## config.mk

```make
export PLATFORM = sky130hd
export DESIGN_NAME = fib_step_engine
export DESIGN_NICKNAME = d
export VERILOG_FILES = /design/src/rtl/fib_step_engine.sv
export SDC_FILE = /design/constraint.sdc
export NUM_CORES = 1
export LEC_CHECK = 0
export BUFFER_PORTS_ARGS = -buffer_cell sky130_fd_sc_hd__buf_4
export CORE_MARGIN = 3
export CORE_UTILIZATION = 30
export CTS_CLUSTER_DIAMETER = 150
export DETAILED_ROUTE_END_ITERATION = 6
export SLEW_MARGIN = 20
export SYNTH_ARGS = -nofsm -noshare
export SYNTH_HDL_FRONTEND = slang
export SYNTH_HIERARCHICAL = 1
export SYNTH_SLANG_ARGS = --single-unit
export TNS_END_PERCENT = 50
```

## constraint.sdc

```tcl
create_clock -name clk -period 2.61 [get_ports clk]
set_clock_uncertainty 0.2 [all_clocks]
set_input_delay 0.1305 -clock clk [delete_from_list [all_inputs] [get_ports clk]]
set_output_delay 0.1305 -clock clk [all_outputs]
set_load 0.01 [all_outputs]
```

## src/rtl/fib_step_engine.sv

```systemverilog
// -----------------------------------------------------------------------------
// fib_step_engine
//   Sequential single-adder Fibonacci-style step engine. It accepts a seed
//   pair (a, b) and iterates (x, y) <- (y, x + y), one step per clock, for a
//   programmable number of steps. A single ALU instance performs every add.
//   With steps = 4 the result equals the combinational four-add chain.
//
//   Optional feature macro: FIB_OVF_FLAG_EN
//     When defined, adds port ovf_o: a sticky carry-out flag for the current
//     run. It is cleared on an accepted start, valid with done_o, and held
//     with result_o. When undefined, neither the port nor the carry logic
//     exists.
//
// Parameters
//   WIDTH    operand / result width
//   CNT_W    step-count width (max run 2^CNT_W - 1 steps)
//
// Ports
//   clk        in   rising-edge clock
//   rst_n      in   asynchronous active-low reset
//   start_i    in   run request, sampled only in IDLE
//   a_i        in   first seed operand (sampled on accepted start)
//   b_i        in   second seed operand (sampled on accepted start)
//   steps_i    in   number of add iterations (sampled on accepted start)
//   busy_o     out  high in RUN and DONE
//   done_o     out  one-cycle pulse, result_o valid in that cycle
//   result_o   out  final y value, held until the next completed run
//   ovf_o      out  sticky carry flag (FIB_OVF_FLAG_EN only)
// -----------------------------------------------------------------------------

// Minimal ALU slice: only the add opcode is implemented; any other opcode
// yields zero.
module fib_alu #(
    parameter int WIDTH = 32
) (
    input  logic [4:0]       op_i,
    input  logic [WIDTH-1:0] a_i,
    input  logic [WIDTH-1:0] b_i,
`ifdef FIB_OVF_FLAG_EN
    output logic             carry_o,
`endif
    output logic [WIDTH-1:0] y_o
);
    localparam logic [4:0] OP_ADD = 5'h01;

`ifdef FIB_OVF_FLAG_EN
    logic [WIDTH:0] sum_w;

    always_comb begin
        sum_w = '0;
        if (op_i == OP_ADD) begin
            sum_w = {1'b0, a_i} + {1'b0, b_i};
        end
    end

    assign y_o     = sum_w[WIDTH-1:0];
    assign carry_o = sum_w[WIDTH];
`else
    always_comb begin
        y_o = '0;
        if (op_i == OP_ADD) begin
            y_o = a_i + b_i;
        end
    end
`endif
endmodule

module fib_step_engine #(
    parameter int WIDTH = 32,
    parameter int CNT_W = 5
) (
    input  logic             clk,
    input  logic             rst_n,
    input  logic             start_i,
    input  logic [WIDTH-1:0] a_i,
    input  logic [WIDTH-1:0] b_i,
    input  logic [CNT_W-1:0] steps_i,
    output logic             busy_o,
    output logic             done_o,
`ifdef FIB_OVF_FLAG_EN
    output logic             ovf_o,
`endif
    output logic [WIDTH-1:0] result_o
);
    typedef enum logic [1:0] {
        IDLE = 2'd0,
        RUN  = 2'd1,
        DONE = 2'd2
    } state_e;

    localparam logic [4:0] OP_ADD = 5'h01;

    state_e           state_q, state_d;
    logic [WIDTH-1:0] x_q, x_d;
    logic [WIDTH-1:0] y_q, y_d;
    logic [CNT_W-1:0] cnt_q, cnt_d;
    logic [WIDTH-1:0] result_q, result_d;
    logic [WIDTH-1:0] sum_w;

`ifdef FIB_OVF_FLAG_EN
    logic             ovf_q, ovf_d;
    logic             carry_w;
`endif

    fib_alu #(.WIDTH(WIDTH)) u_alu (
        .op_i    (OP_ADD),
        .a_i     (x_q),
        .b_i     (y_q),
`ifdef FIB_OVF_FLAG_EN
        .carry_o (carry_w),
`endif
        .y_o     (sum_w)
    );

    always_comb begin
        state_d  = state_q;
        x_d      = x_q;
        y_d      = y_q;
        cnt_d    = cnt_q;
        result_d = result_q;
`ifdef FIB_OVF_FLAG_EN
        ovf_d    = ovf_q;
`endif
        unique case (state_q)
            IDLE: begin
                if (start_i) begin
                    x_d   = a_i;
                    y_d   = b_i;
                    cnt_d = steps_i;
`ifdef FIB_OVF_FLAG_EN
                    ovf_d = 1'b0;
`endif
                    // A zero-step run skips RUN; the answer is the seed b.
                    if (steps_i == '0) begin
                        result_d = b_i;
                        state_d  = DONE;
                    end else begin
                        state_d  = RUN;
                    end
                end
            end
            RUN: begin
                x_d   = y_q;
                y_d   = sum_w;
                cnt_d = cnt_q - 1'b1;
`ifdef FIB_OVF_FLAG_EN
                ovf_d = ovf_q | carry_w;
`endif
                // cnt is never 0 in RUN, so the count cannot wrap.
                if (cnt_q == CNT_W'(1)) begin
                    result_d = sum_w;
                    state_d  = DONE;
                end
            end
            DONE: begin
                // Always pass through IDLE: start is not accepted here.
                state_d = IDLE;
            end
            default: begin
                state_d = IDLE;
            end
        endcase
    end

    always_ff @(posedge clk or negedge rst_n) begin
        if (!rst_n) begin
            state_q  <= IDLE;
            x_q      <= '0;
            y_q      <= '0;
            cnt_q    <= '0;
            result_q <= '0;
`ifdef FIB_OVF_FLAG_EN
            ovf_q    <= 1'b0;
`endif
        end else begin
            state_q  <= state_d;
            x_q      <= x_d;
            y_q      <= y_d;
            cnt_q    <= cnt_d;
            result_q <= result_d;
`ifdef FIB_OVF_FLAG_EN
            ovf_q    <= ovf_d;
`endif
        end
    end

    // Pure decodes of registered state: no input-to-output path.
    assign busy_o   = (state_q != IDLE);
    assign done_o   = (state_q == DONE);
    assign result_o = result_q;
`ifdef FIB_OVF_FLAG_EN
    assign ovf_o    = ovf_q;
`endif
endmodule

```

==> impl_summary.log, run 1 <==
INFO  metric outcome = finished, violations left
INFO  metric violations = negative setup slack
INFO  metric final_hold_viol_count = 0
INFO  metric layoutNonFillerInstCount = between 1000 and 1500
INFO  metric synth-seq-area-share = 0.385
INFO  metric holdCritPathClass = input pin to async pin
INFO  metric cts_buffer_depth = 2
INFO  metric place.gp.congestion = 0.860
INFO  metric rows = 54
INFO  metric busiest_layer_in_global_routing = met2
INFO  metric fin_ws = -128 ps
INFO  metric timing.critical_path.buf_inv = 1
INFO  metric grt_max_degree = between 100 and 150
INFO  metric finalNetCount = approximately 1100
INFO  metric detail_route.drc_violations = 0
INFO  metric design_power_total = about 13 mW
INFO  metric cp_cell_sequence = ha_2 -> inv_2 -> fa_2 -> nor2b_4 -> o21bai_4 -> a211oi_4 -> nor3_4 -> a311o_1 -> a21oi_2 -> nor3b_2 -> nand2_1 -> nand2_2 -> mux2_2
INFO  metric cts_made_buffers = 9
INFO  metric die_h = between 150 and 200 um
INFO  metric dpl_cell_area = 8550 um^2
INFO  metric initial_core_util = 0.306
INFO  metric clock-sinks = around 100
INFO  metric p_leak = about 4.6 nW
INFO  metric grt_overflow = 0
INFO  metric areaGrowthSynthToFinish = 53.4%
INFO  metric antenna_found_initial = 0
INFO  metric die_width = around 160 um
INFO  metric setup_viol = 20
INFO  metric arrival_time_at_the_worst_endpoint = 2780 ps
INFO  metric grt.met3_usage = 0.0306
INFO  metric placement.io_buffers = 105
INFO  metric final_antenna_net_count = 0
INFO  metric floorplan.io_pins = about 110
INFO  metric clkLatencyLatePin = about 360 ps
INFO  metric maxCapViolCount = 0
INFO  metric path_delay_family = compound AO/OA/AOI/OAI gates
INFO  metric max_slew_violation_count = 0
INFO  metric cts_tree = yes
INFO  metric grt.met1_usage = 0.209
INFO  metric yosysWarningCount = 6
INFO  metric die_area = 24100 um^2
INFO  metric synthesis.instances = ~740
INFO  metric cts.htree.levels = 3
INFO  metric wl_per_cell = around 15 um
INFO  metric final.setup.tns = -1250 ps
INFO  metric max_slew.worst_pin.slew = 534 ps
INFO  metric wirelength = about 19 mm
INFO  metric critical_path_peak_fanout = 3
INFO  metric vias = ~6100
INFO  metric critPathSlowestCell = dfrtp_1
INFO  metric hold_slack = approximately 23 ps
INFO  metric grt.total_usage = 0.156
INFO  metric hpwl = roughly 14 mm
INFO  metric slew_headroom = 0.642
INFO  metric antennaDiodeCount = 0
INFO  metric detailedRoute.firstPassIterationCount = 4
INFO  metric critical_path_sink_type = flip-flop
INFO  metric first_global_vias = ~6200
INFO  metric viasPerCell = ~4.7
INFO  metric p_per_area = around 1300 nW/um^2
INFO  metric non_filler_cell_area_final = just over 10000 um^2
INFO  metric postSynthAreaPerCell = about 9 um^2
INFO  metric final_layout_size_suffix_gt1_frac = 0.343
INFO  metric setup_repair_after_global_routing_missed_its_margin = true
INFO  metric grt_first_pass_wirelength = 30.7 mm
INFO  metric coreArea = ~22000 um^2
INFO  metric fraction_of_the_cycle_the_final_worst_path_needs = 1.05
INFO  metric most-common-layout-cells = buf_4, nand2_1, dfrtp_1
INFO  metric synth_cell_type_count = 60
INFO  metric critical_path_class = flip-flop to flip-flop
INFO  metric netlist_area = about 6700 um^2
INFO  metric clk_pin_slew = approximately 70 ps
INFO  metric worst_setup_sp_type = flip-flop
INFO  metric placed_cells_incl_taps = 1199
INFO  metric synthesized_flop_and_latch_total = roughly 100
INFO  metric worstPathRequired = approximately 2700 ps
INFO  metric final_common_cell = buf_4
INFO  metric vdd_ir_drop_max = approximately 0.65 mV
INFO  metric gr-usage-met2 = 0.262
INFO  metric initialDrtViolationCount = between 200 and 300
INFO  metric fin_crit = roughly 2700 ps
INFO  metric delay_contributed_by_the_slowest_stage_of_the_critical_path = 360 ps
INFO  metric root_buffer = clkbuf_16
INFO  metric achievable-frequency = around 370 MHz
==> area by class of cell <==
cell class	instances	area, um^2
clock buffer	12	256
tap	280	350
sequential	103	2580
clock inverter	4	20.0
timing repair buffer	300	2520
inverter	42	158
fill	2119	11600
multi-input combinational	563	4380
==> routing by layer <==
| metal | wire length [um] | vias up |
|---|---|---|
| met5 | 0 | - |
| li1 | - | 3146 |
| met1 | 8980 | 2854 |
| met2 | 9140 | 90 |
| met3 | 636 | 19 |
| met4 | 255 | 0 |
==> timing repair <==
item | CTS | global route
endpoints found under the hold margin | 204 | 0
endpoints found under the setup margin | 34 | 47
gates resized for setup | 48 | 62
setup buffers | 8 | 11
pin swaps | 21 | 35
hold buffers | 71 | 0
gates cloned | 0 | 0
==> cell usage after synthesis, drive strengths merged <==
cell type	number	share of area
a21o	5	0.0056
a21oi	42	0.032
and4	1	0.0013
o41ai	1	0.0013
a211oi	4	0.0052
o22a	4	0.0052
mux2i	87	0.13
nor2	44	0.025
o21bai	5	0.0062
o211ai	9	0.010
a21boi	2	0.0022
nand4	10	0.011
nor3	15	0.016
fa	1	0.0030
nand2b	7	0.0065
nand2	109	0.061
a32oi	1	0.0013
dfrtp	103	0.38
and3	5	0.0047
mux2	11	0.019
conb	2	0.0011
xnor2	10	0.013
a311o	2	0.0030
a22oi	1	0.0011
xor2	9	0.012
nor2b	7	0.0065
inv	42	0.024
a211o	3	0.0039
or3	2	0.0019
ha	33	0.062
a31oi	9	0.011
clkbuf	15	0.0084
a2111oi	1	0.0041
or2	3	0.0028
o21ai	82	0.061
buf	24	0.024
or4	1	0.0011
o21a	4	0.0045
nor3b	5	0.0064
o31ai	1	0.0011
a31o	1	0.0013
nand3	13	0.0097
nor4	3	0.0037
and2	2	0.0022
==> metrics by stage <==
| step | setup WS, ps | util |
|---|---|---|
| after floorplan | -45.7 | - |
| after global placement | -194 | 0.391 |
| after detailed placement | -225 | 0.391 |
| after CTS | -120 | 0.452 |
| after global routing | -249 | 0.469 |
| final | -128 | 0.469 |
==> cell families (layout without fill, tap and decap cells) <==
group / after synthesis / count (layout) / synth area share
AND/OR/NAND/NOR: 227 / 227 / 0.160
other: 2 / 8 / 0.00112
multiplexers: 98 / 98 / 0.149
XOR/XNOR: 19 / 19 / 0.0249
AO/OA/AOI/OAI: 177 / 177 / 0.160
buffers and inverters: 81 / 358 / 0.0559
flip-flops: 103 / 103 / 0.385
adder cells (fa/ha/maj): 34 / 34 / 0.0647
==> worst paths after layout <==
check                                to  cells after the start     from  slack, ps
max in group asynchronous      cnt_q[0]                      3    rst_n       1470
hold reg to reg                 x_q[30]                      2  x_q[30]        290
setup / recovery                y_q[28]                     13   x_q[0]       -130
hold / removal             result_o[13]                      2    rst_n         20
setup reg to reg                y_q[28]                     13   x_q[0]       -130
min in group clk                x_q[30]                      2  x_q[30]        290
==> registers in the layout, indices dropped and copies added, names as in the netlist <==
register	cells
y_q	32
x_q	32
result_o	32
cnt_q	5
state_q	2
==> where the power goes <==
part / switching (mW) / total (mW) / internal [mW]
logic: 4.49 / 9.20 / 4.72
registers: 0.614 / 2.99 / 2.38
clock network: 0.607 / 1.30 / 0.694
(Power assumes the default switching activity.)
==> run 2: changes to the inputs <==
--- a/config.mk
+++ b/config.mk
@@ -12,2 +12,3 @@
 export DETAILED_ROUTE_END_ITERATION = 6
+export MAX_ROUTING_LAYER = met4
 export SLEW_MARGIN = 20
--- a/constraint.sdc
+++ b/constraint.sdc
@@ -4,2 +4,2 @@
 set_output_delay 0.1305 -clock clk [all_outputs]
-set_load 0.01 [all_outputs]
+set_load 0.05 [all_outputs]
==> impl_summary.log, run 2 (synthesized netlist as in run 1, its figures left out) <==
INFO  metric grt_first_pass_wirelength = 30.7 mm (about the same)
INFO  metric p_leak = 4.64 nW (was 4.61 nW)
INFO  metric hold_slack = 8.12 ps (was 23.0 ps)
INFO  metric worstPathRequired = 2650 ps (about the same)
INFO  metric grt_max_degree = 129 (unchanged)
INFO  metric wl_on_met1 = 8.78 mm (was 8.98 mm)
INFO  metric switching_power = 6.50 mW (was 5.71 mW)
INFO  metric cts_tree = yes (unchanged)
INFO  metric clk_pin_slew = 70 ps (about the same)
INFO  metric first_global_vias = 6257 (was 6188)
INFO  metric max_slew.worst_pin.slew = 545 ps (was 534 ps)
INFO  metric detailedRoute.firstPassIterationCount = 5 (was 4)
INFO  metric floorplan.io_pins = 106 (unchanged)
INFO  metric internal-power = 7.96 mW (was 7.79 mW)
INFO  metric clock-sinks = 103 (unchanged)
INFO  metric nFillCells = 2107 (was 2119)
INFO  metric die_width = 155 um (unchanged)
INFO  metric coreArea = 21900 um^2 (unchanged)
INFO  metric maxCapViolCount = 0 (unchanged)
INFO  metric sequentialPowerShare = 0.207 (was 0.222)
INFO  metric timing.critical_path.buf_inv = 1 (unchanged)
INFO  metric wl_met3 = 507 um (was 636 um)
INFO  metric highest-signal-layer = met4 (unchanged)
INFO  metric power_frac_clock = 0.102 (was 0.096)
INFO  metric final.setup.tns = -554 ps (was -1250 ps)
INFO  metric cp_cell_sequence = ha_4 -> inv_2 -> fa_2 -> nor2b_4 -> o21bai_4 -> a211oi_2 -> nor3_2 -> a311o_1 -> a21oi_2 -> nor3b_2 -> nand2_1 -> nand2_2 -> mux2_2 (was ha_2 -> inv_2 -> fa_2 -> nor2b_4 -> o21bai_4 -> a211oi_4 -> nor3_4 -> a311o_1 -> a21oi_2 -> nor3b_2 -> nand2_1 -> nand2_2 -> mux2_2)
INFO  metric hpwl = 13.6 mm (was 13.5 mm)
INFO  metric cts.htree.levels = 3 (unchanged)
INFO  metric final_common_cell = buf_4 (unchanged)
INFO  metric fin_ws = -87.8 ps (was -128 ps)
INFO  metric critical_path_sink_type = flip-flop (unchanged)
INFO  metric path_delay_family = compound AO/OA/AOI/OAI gates (unchanged)
INFO  metric antennaDiodeCount = 0 (unchanged)
INFO  metric grt_overflow = 0 (unchanged)
INFO  metric grt.total_usage = 0.159 (was 0.156)
INFO  metric violations = negative setup slack (unchanged)
INFO  metric wl_met2 = 9.28 mm (was 9.14 mm)
INFO  metric final_layout_size_suffix_gt1_frac = 0.340 (was 0.343)
INFO  metric critical_path_class = flip-flop to flip-flop (unchanged)
INFO  metric delay_contributed_by_the_slowest_stage_of_the_critical_path = 390 ps (was 360 ps)
INFO  metric placed_cells_incl_taps = 1198 (was 1199)
INFO  metric areaGrowthSynthToFinish = 53.2% (was 53.4%)
INFO  metric setup_viol = 11 (was 20)
INFO  metric clkLatencyLatePin = 350 ps (was 360 ps)
INFO  metric fin_crit = 2700 ps (was 2740 ps)
INFO  metric viasPerCell = 4.68 (about the same)
INFO  metric design_power_total = 14.5 mW (was 13.5 mW)
INFO  metric cts_made_buffers = 9 (unchanged)
INFO  metric p_sw_frac = 0.449 (was 0.423)
INFO  metric critical_path_peak_fanout = 4 (was 3)
INFO  metric wirelength = 18.8 mm (was 19.0 mm)
INFO  metric holdCritPathClass = input pin to flip-flop (was input pin to async pin)
INFO  metric most-common-layout-cells = buf_4, dfrtp_1, nand2_1 (was buf_4, nand2_1, dfrtp_1)
INFO  metric layoutNonFillerInstCount = 1301 (was 1304)
INFO  metric vdd_ir_drop_max = 0.581 mV (was 0.651 mV)
INFO  metric wl_per_cell = 14.4 um (was 14.6 um)
INFO  metric die_area = 24100 um^2 (unchanged)
INFO  metric detail_route.drc_violations = 0 (unchanged)
INFO  metric initial_core_util = 0.306 (unchanged)
INFO  metric outcome = finished, violations left (unchanged)
INFO  metric root_buffer = clkbuf_16 (unchanged)
INFO  metric rows = 54 (unchanged)
INFO  metric slew_headroom = 0.636 (was 0.642)
INFO  metric place.gp.congestion = 0.869 (was 0.860)
INFO  metric die_h = 155 um (unchanged)
INFO  metric placement.io_buffers = 105 (unchanged)
INFO  metric fraction_of_the_cycle_the_final_worst_path_needs = 1.03 (was 1.05)
INFO  metric cts_buffer_depth = 2 (unchanged)
INFO  metric critPathSlowestCell = dfrtp_1 (unchanged)
INFO  metric max_slew_violation_count = 0 (unchanged)
INFO  metric initialDrtViolationCount = 317 (was 286)
INFO  metric antenna_found_initial = 0 (unchanged)
INFO  metric arrival_time_at_the_worst_endpoint = 2740 ps (was 2780 ps)
INFO  metric vias = 6083 (was 6109)
INFO  metric final_antenna_net_count = 0 (unchanged)
INFO  metric worst_setup_sp_type = flip-flop (unchanged)
INFO  metric achievable-frequency = 371 MHz (was 365 MHz)
INFO  metric p_comb_frac = 0.691 (was 0.682)
INFO  metric p_per_area = 1410 nW/um^2 (was 1310 nW/um^2)
INFO  metric final_hold_viol_count = 0 (unchanged)
INFO  metric finalNetCount = 1122 (was 1125)
INFO  metric setup_repair_after_global_routing_missed_its_margin = true (unchanged)
[run 2: cell types whose count changed in the layout (fill, tap and decap cells not counted), sizes merged]
| cell | change |
|---|---|
| buf | -2 |
| bufinv | +2 |
| clkbuf | -2 |
| dlygate4sd3 | -1 |
[run 2: repair_timing]
item | in CTS | in global routing
resized for setup | 51 | 60
pin swaps | 19 | 26
buffers inserted | 4 | 13
hold buffers | 70 | 0
endpoints found under the setup margin | 32 | 48
hold endpoints to repair | 203 | 0
[run 2: worst paths after layout]
path                             from            to  slack [ps]  cells past startpoint
setup / recovery               x_q[0]       y_q[28]         -90                     13
hold / removal             steps_i[3]      cnt_q[3]           8                      4
setup reg to reg               x_q[0]       y_q[28]         -90                     13
hold reg to reg               x_q[25]       x_q[25]         280                      2
max in group asynchronous       rst_n  result_o[26]        1500                      3
min in group asynchronous       rst_n  result_o[13]          40                      2
[run 2: metal layers]
layer  up-vias  track usage
li1       3141            -
met1      2852        0.204
met2        75        0.270
met3        15       0.0239
met4         0       0.0296
met5         -            -
[run 2: cell type report]
cell class              count  area [um^2]  share of cell area
well taps                 280          350              0.0342
multi-input cells         563         4340               0.423
repair buffers            297         2510               0.245
inverters                  42          158              0.0154
clock inverters             6         83.8             0.00817
clock buffers              10          239              0.0233
flip-flops and latches    103         2580               0.251
[run 2: tightest hold or removal path, delay by kind of cell]
kind / cells / cell delay [ps]
buf+inv: 1 / 80
simple gates: 1 / 50
compound gates: 2 / 270
[run 2: power groups by stage]
| stage | registers [mW] | clock network [mW] | logic, mW |
|---|---|---|---|
| after global routing | 3.09 | 1.58 | 11.0 |
| after floorplan | 3.61 | 0 | 4.90 |
| after CTS | 2.96 | 1.52 | 9.35 |
| after global placement | 2.87 | 0 | 8.65 |
| final | 3.00 | 1.48 | 9.99 |
| after detailed placement | 2.89 | 0 | 8.71 |
[run 2: per-stage QoR]
step                worst slack, ps  area (um^2)  utilization
finish                        -87.8        10300        0.468
global route                   -241        10300        0.468
CTS                            -112         9920        0.453
detailed placement             -193         8550        0.390
global placement               -190         8550        0.390
floorplan                     -45.7         6730            -
